`src/rtl/uart_wb_master_pkg.sv`:
```
// rtl/uart_wb_master_pkg.sv - shared state encodings and protocol constants for the UART bridge
package uart_wb_master_pkg;

  typedef enum logic [2:0] {
    S_IDLE      = 3'd0,
    S_RX_DATA   = 3'd1,
    S_BUS_REQ   = 3'd2,
    S_BUS_WAIT  = 3'd3,
    S_TX_STATUS = 3'd4,
    S_TX_DATA   = 3'd5
  } state_t;

  localparam logic [7:0] ACK_BYTE    = 8'h06;
  localparam logic [7:0] NAK_BYTE    = 8'h15;
  localparam int         FRAME_BYTES = 4;

  // Bits 6:4 are reserved and must be zero for a command to be honoured.
  function automatic logic cmd_valid(input logic [7:0] cmd);
    return cmd[6:4] == 3'b000;
  endfunction

endpackage

```
`src/rtl/uart_phy.sv`:
```
// rtl/uart_phy.sv - 8N1 UART receiver and transmitter, bit period set by DIV clock cycles
module uart_phy #(
  parameter int DIV = 416
) (
  input  logic       i_clk,
  input  logic       i_rst,
  input  logic       i_rx,
  output logic [7:0] o_rx_tdata,
  output logic       o_rx_tvalid,
  output logic       o_rx_ferr,
  output logic       o_rx_active,
  input  logic [7:0] i_tx_tdata,
  input  logic       i_tx_tvalid,
  output logic       o_tx_tready,
  output logic       o_tx
);

  localparam int              CNT_W = (DIV > 2) ? $clog2(DIV) : 1;
  localparam logic [CNT_W-1:0] FULL = CNT_W'(DIV - 1);
  localparam logic [CNT_W-1:0] HALF = CNT_W'(DIV / 2 - 1);

  logic             r_rx_meta, r_rx_sync, r_rx_busy, r_rx_valid, r_rx_ferr;
  logic [CNT_W-1:0] r_rx_cnt;
  logic [3:0]       r_rx_bit;
  logic [7:0]       r_rx_shift;

  logic             r_tx_busy, r_tx;
  logic [CNT_W-1:0] r_tx_cnt;
  logic [3:0]       r_tx_bit;
  logic [8:0]       r_tx_shift;
  logic             w_tx_last;

  assign o_rx_tdata  = r_rx_shift;
  assign o_rx_tvalid = r_rx_valid;
  assign o_rx_ferr   = r_rx_ferr;
  assign o_rx_active = r_rx_busy;

  // rx bit index: 0 = start, 1..8 = data, 9 = stop; sampled when r_rx_cnt hits 0
  always_ff @(posedge i_clk) begin
    if (i_rst) begin
      r_rx_meta  <= 1'b1;
      r_rx_sync  <= 1'b1;
      r_rx_busy  <= 1'b0;
      r_rx_cnt   <= '0;
      r_rx_bit   <= 4'd0;
      r_rx_shift <= 8'h00;
      r_rx_valid <= 1'b0;
      r_rx_ferr  <= 1'b0;
    end else begin
      r_rx_meta  <= i_rx;
      r_rx_sync  <= r_rx_meta;
      r_rx_valid <= 1'b0;
      r_rx_ferr  <= 1'b0;
      if (!r_rx_busy) begin
        if (!r_rx_sync) begin
          r_rx_busy <= 1'b1;
          r_rx_cnt  <= HALF;
          r_rx_bit  <= 4'd0;
        end
      end else if (r_rx_cnt != '0) begin
        r_rx_cnt <= r_rx_cnt - 1'b1;
      end else begin
        r_rx_cnt <= FULL;
        if (r_rx_bit == 4'd0) begin
          if (r_rx_sync) r_rx_busy <= 1'b0;
          else           r_rx_bit  <= 4'd1;
        end else if (r_rx_bit == 4'd9) begin
          r_rx_busy <= 1'b0;
          r_rx_bit  <= 4'd0;
          if (r_rx_sync) r_rx_valid <= 1'b1;
          else           r_rx_ferr  <= 1'b1;
        end else begin
          r_rx_shift <= {r_rx_sync, r_rx_shift[7:1]};
          r_rx_bit   <= r_rx_bit + 4'd1;
        end
      end
    end
  end

  // Accepting on the final stop-bit cycle keeps back-to-back bytes at exactly one stop bit.
  assign w_tx_last   = r_tx_busy && (r_tx_bit == 4'd9) && (r_tx_cnt == '0);
  assign o_tx_tready = !r_tx_busy || w_tx_last;
  assign o_tx        = r_tx;

  always_ff @(posedge i_clk) begin
    if (i_rst) begin
      r_tx_busy  <= 1'b0;
      r_tx_cnt   <= '0;
      r_tx_bit   <= 4'd0;
      r_tx_shift <= 9'h1FF;
      r_tx       <= 1'b1;
    end else if (i_tx_tvalid && o_tx_tready) begin
      r_tx_busy  <= 1'b1;
      r_tx_cnt   <= FULL;
      r_tx_bit   <= 4'd0;
      r_tx_shift <= {1'b1, i_tx_tdata};
      r_tx       <= 1'b0;
    end else if (r_tx_busy) begin
      if (r_tx_cnt != '0) begin
        r_tx_cnt <= r_tx_cnt - 1'b1;
      end else if (r_tx_bit == 4'd9) begin
        r_tx_busy <= 1'b0;
        r_tx_bit  <= 4'd0;
      end else begin
        r_tx       <= r_tx_shift[0];
        r_tx_shift <= {1'b1, r_tx_shift[8:1]};
        r_tx_bit   <= r_tx_bit + 4'd1;
        r_tx_cnt   <= FULL;
      end
    end
  end

endmodule

```
`src/rtl/uart_wb_master.sv`:
```
// rtl/uart_wb_master.sv - UART command frames to single Wishbone B4 pipelined transfers
module uart_wb_master
  import uart_wb_master_pkg::*;
#(
  parameter int CLK_HZ         = 48000000,
  parameter int BAUD           = 115200,
  parameter int TIMEOUT_CYCLES = 1024
) (
  input  logic        i_wb_clk,
  input  logic        i_wb_rst,
  output logic        o_wb_cyc,
  output logic        o_wb_stb,
  output logic        o_wb_we,
  output logic [3:0]  o_wb_addr,
  output logic [31:0] o_wb_data,
  input  logic [31:0] i_wb_data,
  input  logic        i_wb_stall,
  input  logic        i_wb_ack,
  input  logic        i_uart_rx,
  output logic        o_uart_tx
);

  localparam int         DIV        = CLK_HZ / BAUD;
  localparam int         GAP_CYCLES = 16 * DIV;
  localparam int         GAP_W      = $clog2(GAP_CYCLES + 1);
  localparam int         TO_W       = $clog2(TIMEOUT_CYCLES + 1);
  localparam logic [1:0] LAST_BYTE  = 2'(FRAME_BYTES - 1);

  state_t            r_state, w_next;
  logic              r_we, r_ack_ok;
  logic [3:0]        r_addr;
  logic [31:0]       r_wdata, r_rdata;
  logic [1:0]        r_byte_cnt;
  logic [TO_W-1:0]   r_to_cnt;
  logic [GAP_W-1:0]  r_gap_cnt;

  logic [7:0] w_rx_data, w_tx_data;
  logic       w_rx_valid, w_rx_ferr, w_rx_active;
  logic       w_tx_valid, w_tx_ready;
  logic       w_timeout, w_gap_expired, w_ack_hit;
  logic       w_cyc, w_stb;

  uart_phy #(.DIV(DIV)) u_phy (
    .i_clk       (i_wb_clk),
    .i_rst       (i_wb_rst),
    .i_rx        (i_uart_rx),
    .o_rx_tdata  (w_rx_data),
    .o_rx_tvalid (w_rx_valid),
    .o_rx_ferr   (w_rx_ferr),
    .o_rx_active (w_rx_active),
    .i_tx_tdata  (w_tx_data),
    .i_tx_tvalid (w_tx_valid),
    .o_tx_tready (w_tx_ready),
    .o_tx        (o_uart_tx)
  );

  // An ack only counts once stb has been accepted (or already was, in BUS_WAIT).
  assign w_ack_hit     = i_wb_ack && (((r_state == S_BUS_REQ) && !i_wb_stall) ||
                                      (r_state == S_BUS_WAIT));
  assign w_timeout     = (r_to_cnt == TO_W'(TIMEOUT_CYCLES));
  assign w_gap_expired = (r_gap_cnt == GAP_W'(GAP_CYCLES));

  always_ff @(posedge i_wb_clk) begin
    if (i_wb_rst) r_state <= S_IDLE;
    else          r_state <= w_next;
  end

  always_comb begin
    w_next = r_state;
    case (r_state)
      S_IDLE:
        if (w_rx_valid && cmd_valid(w_rx_data))
          w_next = w_rx_data[7] ? S_RX_DATA : S_BUS_REQ;
      S_RX_DATA:
        if (w_rx_ferr || w_gap_expired)                    w_next = S_IDLE;
        else if (w_rx_valid && (r_byte_cnt == LAST_BYTE))  w_next = S_BUS_REQ;
      S_BUS_REQ:
        if (w_ack_hit || w_timeout) w_next = S_TX_STATUS;
        else if (!i_wb_stall)       w_next = S_BUS_WAIT;
      S_BUS_WAIT:
        if (w_ack_hit || w_timeout) w_next = S_TX_STATUS;
      S_TX_STATUS:
        if (w_tx_ready) w_next = (r_ack_ok && !r_we) ? S_TX_DATA : S_IDLE;
      S_TX_DATA:
        if (w_tx_ready && (r_byte_cnt == LAST_BYTE)) w_next = S_IDLE;
      default:
        w_next = S_IDLE;
    endcase
  end

  always_comb begin
    w_cyc      = 1'b0;
    w_stb      = 1'b0;
    w_tx_valid = 1'b0;
    w_tx_data  = ACK_BYTE;
    case (r_state)
      S_BUS_REQ: begin
        w_cyc = 1'b1;
        w_stb = 1'b1;
      end
      S_BUS_WAIT:
        w_cyc = 1'b1;
      S_TX_STATUS: begin
        w_tx_valid = 1'b1;
        w_tx_data  = r_ack_ok ? ACK_BYTE : NAK_BYTE;
      end
      S_TX_DATA: begin
        w_tx_valid = 1'b1;
        w_tx_data  = r_rdata[31:24];
      end
      default: ;
    endcase
  end

  assign o_wb_cyc  = w_cyc;
  assign o_wb_stb  = w_stb;
  assign o_wb_we   = r_we;
  assign o_wb_addr = r_addr;
  assign o_wb_data = r_wdata;

  always_ff @(posedge i_wb_clk) begin
    if (i_wb_rst) begin
      r_we       <= 1'b0;
      r_addr     <= 4'h0;
      r_wdata    <= 32'h0;
      r_rdata    <= 32'h0;
      r_ack_ok   <= 1'b0;
      r_byte_cnt <= 2'd0;
      r_to_cnt   <= '0;
      r_gap_cnt  <= '0;
    end else begin
      r_to_cnt <= '0;
      case (r_state)
        S_IDLE: begin
          r_byte_cnt <= 2'd0;
          r_gap_cnt  <= '0;
          if (w_rx_valid && cmd_valid(w_rx_data)) begin
            r_we   <= w_rx_data[7];
            r_addr <= w_rx_data[3:0];
          end
        end
        S_RX_DATA:
          if (w_rx_valid) begin
            r_wdata    <= {r_wdata[23:0], w_rx_data};
            r_byte_cnt <= r_byte_cnt + 2'd1;
            r_gap_cnt  <= '0;
          end else if (!w_rx_active) begin
            r_gap_cnt <= r_gap_cnt + 1'b1;
          end
        S_BUS_REQ, S_BUS_WAIT: begin
          r_to_cnt   <= r_to_cnt + 1'b1;
          r_ack_ok   <= w_ack_hit;
          r_byte_cnt <= 2'd0;
          if (w_ack_hit) r_rdata <= i_wb_data;
        end
        S_TX_DATA:
          if (w_tx_ready) begin
            r_rdata    <= {r_rdata[23:0], 8'h00};
            r_byte_cnt <= r_byte_cnt + 2'd1;
          end
        default: ;
      endcase
    end
  end

endmodule
```
`config.mk`:
```
export PLATFORM = sky130hd
export DESIGN_NAME = uart_wb_master
export DESIGN_NICKNAME = d
export VERILOG_FILES = /design/src/rtl/uart_wb_master_pkg.sv /design/src/rtl/uart_phy.sv /design/src/rtl/uart_wb_master.sv
export SDC_FILE = /design/constraint.sdc
export NUM_CORES = 1
export LEC_CHECK = 0
export CORE_MARGIN = 2
export CORE_UTILIZATION = 59
export CTS_BUF_LIST = sky130_fd_sc_hd__clkbuf_4 sky130_fd_sc_hd__clkbuf_8
export CTS_CLUSTER_SIZE = 25
export DETAILED_ROUTE_END_ITERATION = 10
export GPL_TIMING_DRIVEN = 0
export PLACE_DENSITY = 0.88
export SLEW_MARGIN = 20
export SYNTH_ARGS = -nofsm -noshare
export SYNTH_HDL_FRONTEND = slang
export SYNTH_HIERARCHICAL = 1
export SYNTH_SLANG_ARGS = --single-unit
```
`constraint.sdc`:
```
create_clock -name i_wb_clk -period 6.45 [get_ports i_wb_clk]
set_input_delay 1.935 -clock i_wb_clk [delete_from_list [all_inputs] [get_ports i_wb_clk]]
set_output_delay 1.935 -clock i_wb_clk [all_outputs]
set_load 0.05 [all_outputs]
```
---- Yosys cells after proc, flatten, opt, wreduce, memory -nomap -nowiden ----
Index checks and enable logic that the tools add are counted.
storage, ports and cells
  logic and storage cells ................. 164
  output and inout port bits .............. 40
  register bits after elaboration ......... 148
cells by class
  bitwise operators ....................... 6
  reductions and logical operators ........ 44
  multiplexer cells ....................... 57
  equal/unequal tests ..................... 27
  add/subtract/negate cells ............... 7
operators by type and width
  cell                                                                     count
  32-bit 2-to-1 mux                                                        2
  32-bit case mux with 2 select lines                                      1
  9-bit 2-to-1 mux                                                         7
  8-bit 2-to-1 mux                                                         4
  4-bit 2-to-1 mux                                                         7
  3-bit 2-to-1 mux                                                         9
  13-bit 2-to-1 mux                                                        2
  13-bit case mux with 2 select lines                                      1
  3-bit case mux with 6 select lines                                       1
  9-bit nonzero test                                                       2
  9-bit by 1-bit subtractor with 9-bit output, second input constant       2
  1-bit 2-to-1 mux                                                         17
  8-bit case mux with 2 select lines                                       1
  2-bit inequality test, second input constant                             7
  13-bit by 1-bit adder with 13-bit output, second input constant          1
  13-bit equality test, second input constant                              1
  2-bit by 1-bit inequality test with 1-bit output, second input constant  6
  2-bit AND reduction                                                      6
  3-bit AND reduction                                                      4
  11-bit by 1-bit adder with 11-bit output, second input constant          1
  11-bit equality test, second input constant                              1
  1-bit logical AND                                                        9
  9-bit zero test                                                          1
  3-bit inequality test, second input constant                             3
  other kinds (23)                                                         45

---- Logic depth before layout (Yosys ltp) ----
Gate-level depths: netlist (run 1).
  depth after elaboration ................. 7
  depth in mapped cells ................... 10

---- Modules after synthesis ----
Netlist (run 1), hierarchy kept.
modules (own cells, without submodules)
  module          sequential area each (um^2)  area an instance (um^2)  times used  cells an instance
  uart_wb_master  1981.9                       4272.8                   1           533
  uart_phy        980.9                        2363.5                   1           269

---- Worst setup path after synthesis (run 1) ----
No wires, ideal clock.
  path type ............................... register to output
  from .................................... register r_state[0]
  to ...................................... output port o_wb_stb
  cell stages (with the launch flop) ...... 4
  data arrival time ....................... 1294 ps
  setup slack ............................. 3221 ps
  buffers on the path ..................... 2
  cell sequence ........................... dfxtp_1 > buf_2 > clkbuf_1 > nor2_1
on the way
  word-level cells in the longest chain between the ends .. 2
RTL lines
  item                                            line                  text
  from (decl)                                     uart_wb_master.sv:29  state_t r_state, w_next;
  from (signal assigned)                          uart_wb_master.sv:65  else r_state <= w_next;
  3-bit by 2-bit equality test with 1-bit output  uart_wb_master.sv:96  case (r_state)
  1-bit 2-to-1 mux                                uart_wb_master.sv:96
  to (decl)                                       uart_wb_master.sv:12  output logic o_wb_stb,
No other way between the ends.

---- Final worst setup path (run 1) ----
Same ends and word-level chain as after synthesis.

==> results of run 1 <==
-- layer usage --
metal	GRT usage	vias up	share of wire
li1	-	3016	-
met1	0.3628	2931	0.42
met2	0.4961	259	0.50
met3	0.06702	38	0.070
met4	0.09946	0	0.017
met5	0	-	0
-- cells in the mapped netlist (all sizes together) (6+ instances only) --
cell and n:
a22oi 10, nand2 141, or4 7, nand3 9, nor2b 8, nand4 7
buf 18, mux2i 15, o21ai 25, a211oi 6, nor2 104, nand2b 6
a311oi 26, clkbuf 31, nand3b 6, xor2 7, and3 10, dfxtp 148
a31oi 9, nor3 12, nor4b 7, xnor2 14, a21oi 64, inv 26
ha 8, or3 9, nor4 7
-- sequential cells by signal, indices dropped and copies added (netlist names), 8 cells and up --
signal,count
o_wb_data,32
r_rdata,32
r_gap_cnt,13
r_to_cnt,11
u_phy/r_rx_cnt,9
u_phy/r_tx_cnt,9
u_phy/o_rx_tdata,8
u_phy/r_tx_shift,8
-- placed cells by master, fill, tap and decap left out, drive strengths merged, types with 4 or more instances in the layout --
master	instances
xor2	7
a31oi	9
clkdlybuf4s50	75
a22oi	10
nand2b	6
and3	10
buf	18
or4	7
o21ai	25
nor2b	8
nand3	9
a21oi	64
dfxtp	148
nand4	7
o221ai	4
or3	9
a211oi	6
nor3	12
nor4	7
o31ai	5
nor4b	7
nand3b	6
or2	4
bufinv	5
ha	8
inv	28
and2	4
nand2	141
mux2i	15
a311oi	26
xnor2	14
nor2	104
clkbuf	50
clkinv	4
-- stage by stage --
step           hold WS (ps)  area, sq um
2_1_floorplan         389.5         6636
3_3_place_gp          400.0         7562
3_5_place_dp          406.5         7562
4_1_cts               419.3         8014
5_1_grt               424.5         8014
6_report              415.5         8014
-- how the worst min path moves through the flow --
stage                               start  slack (ps)  depth (start not counted)              end
after floorplan           u_phy/r_rx_meta         390                          1  u_phy/r_rx_sync
after global placement    u_phy/r_rx_meta         400                          1  u_phy/r_rx_sync
after detailed placement  u_phy/r_rx_meta         410                          1  u_phy/r_rx_sync
after CTS                 u_phy/r_rx_meta         420                          1  u_phy/r_rx_sync
after global routing      u_phy/r_rx_meta         420                          1  u_phy/r_rx_sync
final                     u_phy/r_rx_meta         420                          1  u_phy/r_rx_sync
-- where the power goes --
part	switching [mW]	total (mW)	internal [mW]	leakage, nW
clock	0.356	0.824	0.468	0.227
combinational	0.347	0.573	0.226	1.50
sequential	0.0742	1.06	0.990	1.20
-- cell families (layout without fill, tap and decap cells) --
group,Yosys count,after routing
flops,148,148
buf+inv,75,181
simple gates,352,352
compound gates,180,180
fa+ha+maj,8,8
xor+xnor,21,21
mux,18,18
-- layout make-up --
cell class | count | area (sq um) | area share
Timing Repair Buffer | 75 | 750.7 | 0.09368
Multi-Input combinational cell | 579 | 3364 | 0.4198
Inverter | 26 | 97.59 | 0.01218
Tap cell | 140 | 175.2 | 0.02186
Clock buffer | 19 | 249.0 | 0.03107
Clock inverter | 12 | 202.7 | 0.02529
Buffer | 49 | 211.5 | 0.02639
Sequential cell | 148 | 2963 | 0.3697
==> results.yml, run 1 <==
status:
  status: "finished, final reports clean"
yosys:
  synth-edff-count: 0
  synth_top_family_by_area: "simple AND/OR/NAND/NOR gates"
  ys_seq_area_frac: 0.4465
  synth_cells: 802
  yosysWarnings: 6
  ys_types: 71
  synth_fp_nets: 847
  synth_xor_area_frac: 0.02771
  synth_area_leaders: "dfxtp_1 45%, nand2_1 7.9%, nor2_1 5.9%"
  async_reset_ff_frac: 0
  ys.flop_type: "dfxtp_1"
  yosys.area_share.simple: 0.2523
  synth-compound-area-share: 0.1842
  synth_top_area_share: 0.4465
  synth_area_sq_um: 6636
  synthAdderAreaFrac: 0.01508
  synth_seq_cells: 148
  synth_area_leader_cell: "dfxtp_1"
  avgSynthCellArea_sq_um: 8.275
  synth.area.mux_share: 0.02771
clock_tree:
  numCtsBuffers: 17
  clk_latency_ps: 470
  cts_tree: "built"
  cts_sinks: 148
  hold_buffers: 0
  clock_path_buffers: 2
  cts_max_level: 4
  clockRootBuffer: "clkbuf_8"
  ctsResizeCount: 0
  post_cts_buffers: 0
  path_clk_slew_ps: 80
global_route:
  track_usage: 0.2914
  grt_max_degree: 17
  grt_pass1_wl_um: 27650
  overflow: 0
  antenna_found_initial: 0
  grt_pass1_vias: 5980
critical_path:
  worstSetupEndpointType: "primary output"
  crit_path_cell_trace: "buf_2 > clkbuf_1 > nor2_1 > clkdlybuf4s50_1"
  startpoint_type: "flop"
  path_buf_inv: 3
  slowest_stage: "clkdlybuf4s50_1"
  rr_startpoint: "u_phy/r_tx_cnt[0]"
  reg2reg_depth: 10
  critical_path_arrival_ps: 2160
  critPathTopFamily: "buffers and inverters"
  worstPathMaxFanout: 10
  r2r_setup_slack_ps: 3530
  worst-path-stages: 4
  slowest_delay_ps: 820
  r2r-end: "r_rdata[19]"
  crit_end: "o_wb_stb"
  critical_path_class: "flop to primary output"
  crit_path_start: "r_state[0]"
  required_ps: 4510
timing:
  slew_headroom: 0.4761
  tns_ps: 0
  hold_viol_final: 0
  clock_skew_ps: 14.67
  setup_violations: 0
  finalMaxSlewViolations: 0
  max_freq_mhz: 244.1
  rsz0062_at_grt: "no"
  worstMarginPinSlew_ps: 775.7
  postLayoutSetupSlackWorst_ps: 2353
  min_period_ps: 4097
  finalCritPeriodShare: 0.6352
cells_and_area:
  nFillCells: 783
  final_layout_size_suffix_gt1_frac: 0.07599
  area_delta_synth_final_pct: 20.76
  n_antenna_cell: 0
  stdcell_count: 1048
  final_util: 0.7360
  nets: 941
power_and_ir_drop:
  ir_drop_uv: 194.2
  p_leak_nw: 2.921
  power.density_nw_per_um2: 307.2
  design_power_total_mw: 2.462
floorplanning:
  die_h_um: 110.1
  core_sq_um: 10890
  num_rows: 38
  start_util: 0.6095
  die_w_um: 110.1
  ios: 77
  die-area_sq_um: 12110
placed_design:
  dp_slack_ps: 2682
  dp.cells: 1017
  place.gp.congestion: 0.8790
  dp_hpwl_um: 11940
  portBuffers: 75
flow_run:
  cap_violations: 0
route:
  avgRoutedWirePerCell_um: 16.09
  vias: 6244
  wirelength_um: 16860
  dr.pass1.iters: 6
  drc: 0
  drt_iter0_markers: 605
  vias_per_cell: 5.958
  antenna_left: 0
worst_hold_path:
  hold_class: "flop to flop"
Power figures use the tool's default switching activity.
==> run 2: changes to the inputs <==
--- a/config.mk
+++ b/config.mk
@@ -6,12 +6,12 @@
 export NUM_CORES = 1
 export LEC_CHECK = 0
 export CORE_MARGIN = 2
-export CORE_UTILIZATION = 59
+export CORE_UTILIZATION = 58
 export CTS_BUF_LIST = sky130_fd_sc_hd__clkbuf_4 sky130_fd_sc_hd__clkbuf_8
 export CTS_CLUSTER_SIZE = 25
 export DETAILED_ROUTE_END_ITERATION = 10
 export GPL_TIMING_DRIVEN = 0
-export PLACE_DENSITY = 0.88
+export PLACE_DENSITY = 0.87
 export SLEW_MARGIN = 20
 export SYNTH_ARGS = -nofsm -noshare
 export SYNTH_HDL_FRONTEND = slang
==> constraint.sdc (replaced) <==
create_clock -name i_wb_clk -period 4 [get_ports i_wb_clk]
set_input_delay 1.2 -clock i_wb_clk [delete_from_list [all_inputs] [get_ports i_wb_clk]]
set_output_delay 1.2 -clock i_wb_clk [all_outputs]
set_load 0.05 [all_outputs]
==> run 2 against run 1 <==
  * Non-clock buffer count unchanged
  * Highest routed layer unchanged
  * Clock-buffer cell count up 1
  * Hold slack better by 8.0 ps
  * Via count down 2.2%
  * Global-route usage down 3.0 points
  * Clock skew down 2.5 ps
==> results.yml, run 2 (same netlist as run 1, synthesis figures left out) <==
status:
  status: "finished, final reports clean"
global_route:
  antenna_found_initial: 0
  track_usage: 0.2616
  grt_max_degree: 17
  overflow: 0
  grt_pass1_wl_um: 26590
  grt_pass1_vias: 5689
timing:
  rsz0062_at_grt: "no"
  max_freq_mhz: 293.0
  finalCritPeriodShare: 0.8533
  min_period_ps: 3413
  finalMaxSlewViolations: 0
  hold_viol_final: 0
  whs_ps: 423.5
  slew_headroom: 0.5054
  worstMarginPinSlew_ps: 732.3
  clock_skew_ps: 12.22
  tns_ps: 0
  setup_violations: 0
  postLayoutSetupSlackWorst_ps: 586.8
cells_and_area:
  final_common_cell: "dfxtp_1"
  seq_area_sq_um: 2963
  area_delta_synth_final_pct: 20.27
  nets: 941
  layout_common_cells: "148 x dfxtp_1, 140 x nand2_1, 104 x nor2_1, 75 x clkdlybuf4s50_1, 62 x a21oi_1"
  multi_input_area_sq_um: 3364
  final_layout_size_suffix_gt1_frac: 0.07701
  final_util: 0.7081
  nFillCells: 884
  n_antenna_cell: 0
critical_path:
  worstPathMaxFanout: 10
  startpoint_type: "flop"
  required_ps: 2800
  critical_path_arrival_ps: 2210
  reg2reg_depth: 10
  worstSetupEndpointType: "primary output"
  critPathTopFamily: "buffers and inverters"
  worst-path-stages: 4
  r2r_setup_slack_ps: 1110
  path_buf_inv: 3
  critical_path_class: "flop to primary output"
  slowest_stage: "clkdlybuf4s50_1"
  slowest_delay_ps: 830
  crit_path_cell_trace: "buf_2 > clkbuf_1 > nor2_1 > clkdlybuf4s50_1"
floorplanning:
  num_rows: 39
  die-area_sq_um: 12310
  ios: 77
  core_sq_um: 11270
  start_util: 0.5887
  die_w_um: 111.0
  die_h_um: 111.0
placed_design:
  portBuffers: 75
  dp_hpwl_um: 11270
  place.gp.congestion: 0.8383
  dp_slack_ps: 955.1
worst_hold_path:
  hold_class: "flop to flop"
  min_path_cells: 1
route:
  avgRoutedWirePerCell_um: 15.06
  vias_per_cell: 5.804
  vias: 6106
  wirelength_um: 15850
  dr.pass1.iters: 5
  drt_iter0_markers: 507
  antenna_left: 0
  drc: 0
clock_tree:
  cts_sinks: 148
  hold_buffers: 0
  cts_tree: "built"
  clockRootBuffer: "clkbuf_8"
  cts_max_level: 4
  ctsResizeCount: 0
  numCtsBuffers: 17
  path_clk_slew_ps: 80
  clk_latency_ps: 450
  clock_path_buffers: 2
  post_cts_buffers: 0
flow_run:
  cap_violations: 0
power_and_ir_drop:
  design_power_total_mw: 3.844
  power.density_nw_per_um2: 481.7
  ir_drop_uv: 314.4
  p_leak_nw: 2.908
## run 2: cell count changes in the layout (fill, tap and decap cells not counted), sizes merged
| cell | change |
|---|---|
| clkinv | +1 |
| bufinv | -2 |
| inv | +1 |
| clkbuf | +1 |
## run 2: report_power, final
group	switching [mW]	total, mW	internal, mW
logic	0.548	0.913	0.365
registers	0.118	1.71	1.60
clock network	0.568	1.22	0.649
## run 2: layout make-up
| class | count | share of cell area |
|---|---|---|
| Buffer | 49 | 0.02649 |
| Clock buffer | 20 | 0.03292 |
| Clock inverter | 12 | 0.01913 |
| Inverter | 26 | 0.01223 |
| Multi-Input combinational cell | 579 | 0.4215 |
| Sequential cell | 148 | 0.3712 |
| Tap cell | 143 | 0.02242 |
| Timing Repair Buffer | 75 | 0.09406 |
## run 2: stage by stage
| stage | instance area, sq um | instances |
|---|---|---|
| 2_1_floorplan | 6636 | 802 |
| 3_3_place_gp | 7566 | 1020 |
| 3_5_place_dp | 7566 | 1020 |
| 4_1_cts | 7981 | 1052 |
| 5_1_grt | 7981 | 1052 |
| 6_report | 7981 | 1052 |
## run 2: layer usage
metal | vias up | global-route usage | wire length [um]
met5 | - | 0 | 0
met4 | 0 | 0.09583 | 315
met3 | 31 | 0.05796 | 832
met2 | 178 | 0.4339 | 7675
met1 | 2878 | 0.3357 | 7022
li1 | 3019 | - | -
## run 2: worst reg2reg max path, stage by stage (launching register included)
cell      delay (ps)
dfxtp_1          360
inv_1             90
ha_1             160
nor4b_1          560
a31oi_1          320
inv_1            260
inv_1             80
o22ai_1          250
buf_2            270
buf_2            260
a311oi_1         130
## run 2: worst paths after layout
path,from,to
min,u_phy/r_rx_meta,u_phy/r_rx_sync
max,r_state[0],o_wb_stb
min reg2reg,u_phy/r_rx_meta,u_phy/r_rx_sync
max reg2reg,u_phy/r_tx_cnt[0],r_rdata[13]
